File: src/rtl/switch_debouncer.sv
// switch_debouncer
//   Conditions one raw, asynchronous switch or push-button pin into a clean,
//   glitch-free level for downstream Moore FSMs. The pin first passes through
//   an N-flop synchronizer. A 4-state debounce FSM with a stability counter
//   then accepts a new level only after DEBOUNCE_CYCLES consecutive
//   synchronized samples at that level.
//
// Parameters
//   DEBOUNCE_CYCLES : consecutive samples needed to accept a change (>= 2)
//   SYNC_STAGES     : synchronizer depth (>= 2)
//   RESET_LEVEL     : level assumed for the pin and driven on sw_out in reset
//
// Ports
//   clk        : system clock, rising edge
//   reset      : asynchronous, active-high reset
//   sw_in      : raw pin, asynchronous to clk
//   sw_out     : debounced level (registered)
//   rise_pulse : one-cycle pulse when sw_out goes 0->1 (registered)
//   fall_pulse : one-cycle pulse when sw_out goes 1->0 (registered)

module switch_debouncer #(
  parameter int   DEBOUNCE_CYCLES = 100000,
  parameter int   SYNC_STAGES     = 2,
  parameter logic RESET_LEVEL     = 1'b0
) (
  input  logic clk,
  input  logic reset,
  input  logic sw_in,
  output logic sw_out,
  output logic rise_pulse,
  output logic fall_pulse
);

  localparam int CNT_W = $clog2(DEBOUNCE_CYCLES + 1);
  localparam logic [CNT_W-1:0] CNT_LAST = CNT_W'(DEBOUNCE_CYCLES - 1);
  localparam logic [CNT_W-1:0] CNT_ONE  = CNT_W'(1);

  typedef enum logic [1:0] {
    STABLE_LOW  = 2'b00,
    WAIT_HIGH   = 2'b01,
    STABLE_HIGH = 2'b10,
    WAIT_LOW    = 2'b11
  } state_e;

  localparam state_e RESET_STATE = RESET_LEVEL ? STABLE_HIGH : STABLE_LOW;

  logic [SYNC_STAGES-1:0] sync_q;
  logic                   s;
  state_e                 state_q, state_d;
  logic [CNT_W-1:0]       cnt_q, cnt_d;
  logic                   sw_out_q, sw_out_d;
  logic                   rise_q, rise_d;
  logic                   fall_q, fall_d;

  // Synchronizer shift chain; the oldest flop is the only sample the FSM sees.
  always_ff @(posedge clk or posedge reset) begin
    if (reset) begin
      sync_q <= {SYNC_STAGES{RESET_LEVEL}};
    end else begin
      sync_q <= {sync_q[SYNC_STAGES-2:0], sw_in};
    end
  end

  assign s = sync_q[SYNC_STAGES-1];

  // State, counter and registered outputs.
  always_ff @(posedge clk or posedge reset) begin
    if (reset) begin
      state_q  <= RESET_STATE;
      cnt_q    <= '0;
      sw_out_q <= RESET_LEVEL;
      rise_q   <= 1'b0;
      fall_q   <= 1'b0;
    end else begin
      state_q  <= state_d;
      cnt_q    <= cnt_d;
      sw_out_q <= sw_out_d;
      rise_q   <= rise_d;
      fall_q   <= fall_d;
    end
  end

  // Next-state logic. The counter holds the number of consecutive samples
  // already seen at the new level; it never advances past CNT_LAST because
  // reaching CNT_LAST with another matching sample commits the change.
  always_comb begin
    state_d = state_q;
    cnt_d   = cnt_q;
    case (state_q)
      STABLE_LOW: begin
        if (s) begin
          state_d = WAIT_HIGH;
          cnt_d   = CNT_ONE;
        end else begin
          cnt_d = '0;
        end
      end
      WAIT_HIGH: begin
        if (!s) begin
          state_d = STABLE_LOW;
          cnt_d   = '0;
        end else if (cnt_q == CNT_LAST) begin
          state_d = STABLE_HIGH;
          cnt_d   = '0;
        end else if (cnt_q < CNT_LAST) begin
          cnt_d = cnt_q + CNT_ONE;
        end
      end
      STABLE_HIGH: begin
        if (!s) begin
          state_d = WAIT_LOW;
          cnt_d   = CNT_ONE;
        end else begin
          cnt_d = '0;
        end
      end
      WAIT_LOW: begin
        if (s) begin
          state_d = STABLE_HIGH;
          cnt_d   = '0;
        end else if (cnt_q == CNT_LAST) begin
          state_d = STABLE_LOW;
          cnt_d   = '0;
        end else if (cnt_q < CNT_LAST) begin
          cnt_d = cnt_q + CNT_ONE;
        end
      end
      default: begin
        state_d = STABLE_LOW;
        cnt_d   = '0;
      end
    endcase
  end

  // Outputs are computed from the next state so the registered copies line up
  // exactly with the state register. Pulses fire only on a committed change,
  // never on reset entry or on a rejected glitch.
  always_comb begin
    sw_out_d = (state_d == STABLE_HIGH) || (state_d == WAIT_LOW);
    rise_d   = (state_q == WAIT_HIGH) && (state_d == STABLE_HIGH);
    fall_d   = (state_q == WAIT_LOW)  && (state_d == STABLE_LOW);
  end

  assign sw_out     = sw_out_q;
  assign rise_pulse = rise_q;
  assign fall_pulse = fall_q;

endmodule

File: config.mk
export PLATFORM = sky130hd
export DESIGN_NAME = switch_debouncer
export DESIGN_NICKNAME = d
export VERILOG_FILES = /design/src/rtl/switch_debouncer.sv
export SDC_FILE = /design/constraint.sdc
export NUM_CORES = 1
export LEC_CHECK = 0
export CAP_MARGIN = 15
export CORE_MARGIN = 2
export CORE_UTILIZATION = 25
export DETAILED_ROUTE_END_ITERATION = 10
export DONT_BUFFER_PORTS = 1
export GPL_TIMING_DRIVEN = 1
export PLACE_DENSITY = 0.42
export SLEW_MARGIN = 25
export SYNTH_ARGS = -nofsm -noshare
export SYNTH_HDL_FRONTEND = slang
export SYNTH_SLANG_ARGS = --single-unit
File: constraint.sdc
create_clock -name clk -period 2.51 [get_ports clk]
set_input_delay 0.3765 -clock clk [delete_from_list [all_inputs] [get_ports clk]]
set_output_delay 0.3765 -clock clk [all_outputs]
set_load 0.02 [all_outputs]
==> results.txt <==
crit path cell chain -> or4b_2 > or4_4 > nand2_1 > nor2b_1
Post-Syn Instances -> 139
clk root buf -> clkbuf_8
Starting DRT DRC Count -> 57
Post-synth top cells -> dfrtp_1, nand3_1, a21oi_1
Area contributors post-synth -> dfrtp_1, mux2i_1, nand3b_1, nand3_1, a21oi_1
Slew headroom -> 42.7%
Final Hold Fails -> 0
Synth Cell Area -> 1350 µm²
layout cells sized above 1 -> 11.3%
Final Skew -> 0.00800 ns
# setup viols final -> 0
Final Cell Area -> 1470 µm²
Worst Setup Path Type -> reg2reg
Max Cap Violations -> 0
DRC violations left -> 0
DP HPWL -> 2200 µm
Core ar. -> 5140 µm²
slowest CP cell -> or4b_2
register clock-pin slew on the reported worst setup and hold paths -> 0.09 ns
CTS Buf Count -> 3
R2R setup slack -> 0.29 ns
H-tree lvl count -> 1
CP Max Fanout -> 20
# port buffers -> 0
total gr overflow -> 0
Die W -> 77.4 µm
worst path arrival time -> 2.37 ns
CTS tree -> done
unrepaired setup endpoints after global routing -> no
worst-margin pin slew -> 0.854 ns
mean area per synthesized cell -> 9.68 µm²
Final Core Density -> 28.5%
reg2reg path depth -> 4
DRT Pass-1 Iters -> 4
Die Area -> 5980 µm²
met3 Use GR -> 2.67%
drt wl/cell -> 15.0 µm
Synth-to-Final Area Change -> 8.93%
Synth Warn # -> 0
gp weighted congestion -> 0.746
Fmax -> 451 MHz
post-cts sizing count -> 0
crit path buf inv count -> 0
vias per cell -> 5.18
Layout Cells excl Fill -> 211
global route hottest layer -> met2
drt total wl -> 3160 µm
Starting Density -> 26.2%
Placed Cells incl. Taps -> 207
die height -> 77.4 µm
sequential-to-total area share from yosys stat -> 42.8%
multi-input logic area -> 707 µm²
top-count cell post-synth -> dfrtp_1
largest net degree at the start of global routing -> 24
I/O pin count -> 6
FF+latch count, synth -> 23
post-synth top area share -> 42.8%
Post-CTS Setup Inserts -> 0
ys async rst share -> 100%
Reg2Reg Capture Point -> cnt_q[16]
Max clock buf depth -> 2
Global Route Usage Sum -> 11.4%
worst endpoint required time -> 2.66 ns
Sink Count -> 23
total power -> 653 µW
Slowest Stage Delay on Critical Path -> 0.71 ns
Worst R2R Start -> cnt_q[8]
Final #Nets -> 146
Routed Antenna Nets -> 0
placed inst area -> 1420 µm²
Peak VDD IR -> 0.000167 V
Final Slew Violations -> 0
Post-synth EDFFs -> 0
pwr dens -> 446 nW/µm²
GR Util met2 -> 16.7%
Period Utilization, post-route -> 88.3%
first-pass GRT wire length -> 5370 µm
sum of negative setup slack -> 0 ns
syn nets -> 143
biggest area consumer among synthesized cells -> dfrtp_1
Fill cells -> 574
worst min path class -> in2async
vias in the first global route -> 1064
initial antenna violation count -> 0
Min Clock Period, post-route -> 2.22 ns
status -> complete, no violations
Leakage -> 0.531 nW
CTS Hold Bufs -> 0
number of cell rows -> 26
Clock Latency Late Sink -> 0.27 ns
register area -> 576 µm²
delay-heaviest family, CP -> simple AND/OR/NAND/NOR gates
via count -> 1094
CP Depth -> 4
antenna cells -> 0
CP Launch Type -> flop
met1 Use GR -> 16.6%
ys flop type -> dfrtp_1
Synth cell types -> 39
Setup crit end kind -> flop
where the power goes:
| part | total (mW) | internal (mW) | switching [mW] | leakage (nW) |
|---|---|---|---|---|
| logic | 0.0320 | 0.00985 | 0.0222 | 0.194 |
| clock network | 0.241 | 0.111 | 0.130 | 0.0255 |
| registers | 0.380 | 0.375 | 0.00421 | 0.312 |
worst max path at each step:
| stage | start | end |
|---|---|---|
| floorplan | cnt_q[8] | cnt_q[10] |
| global placement | cnt_q[8] | cnt_q[16] |
| detailed placement | cnt_q[8] | cnt_q[16] |
| CTS | cnt_q[8] | cnt_q[11] |
| global route | cnt_q[8] | cnt_q[16] |
| finish | cnt_q[8] | cnt_q[16] |
logic make-up after synthesis:
group,after synthesis,synth area share [%]
and+or+nand+nor,66,30.3
AOI/OAI and AO/OA,26,12.5
DFF,23,42.8
buffers and inverters,11,4.65
muxes,10,7.54
xor gates and xnor gates,2,1.30
adders and majority gates,1,0.930
placed cells by master (no fill, tap or decap), types with 2 or more instances in the layout:
master and instances:
dfrtp_1 23, buf_4 4, a211oi_1 2, nor2_1 4
mux2i_1 9, nor3b_1 2, nand2_1 9, and3_1 3
or4_1 5, nor4_1 3, nand3b_1 9, or4_4 2
clkbuf_8 3, a21oi_1 10, nand3_1 13, nor3_1 3
nand4_1 5, o31ai_1 5, o21ai_0 3, inv_1 4
a2111oi_0 2
worst reg2reg max path, cell delays in order (launching register included):
cell	delay [ns]
dfrtp_1	0.47
or4b_2	0.72
or4_4	0.57
nand2_1	0.27
nor2b_1	0.08
metal layers:
| metal | vias to the layer above | share of wire (%) |
|---|---|---|
| li1 | 540 | - |
| met1 | 532 | 53 |
| met2 | 18 | 43 |
| met3 | 4 | 3.5 |
| met4 | 0 | 1.2 |
| met5 | - | 0 |
cell type report:
cell class / instances / area share (%)
repair buffers: 4 / 2.05
clock buffers: 3 / 2.82
clock inverters: 1 / 0.342
inverters: 5 / 1.28
well taps: 70 / 5.98
multi-input cells: 105 / 48.2
flip-flops and latches: 23 / 39.3
sequential cells by signal (all words and copies together), names as in the netlist:
register / count
cnt_q: 17
fall_pulse: 1
rise_pulse: 1
state_q: 2
sync_q: 2
through the flow:
stage | hold slack [ns] | worst slack (ns)
floorplan | 0.331 | 0.457
global placement | 0.337 | 0.346
detailed placement | 0.335 | 0.309
CTS | 0.111 | 0.296
global route | 0.0988 | 0.208
finish | 0.0485 | 0.294
(Power assumes the default switching activity.)
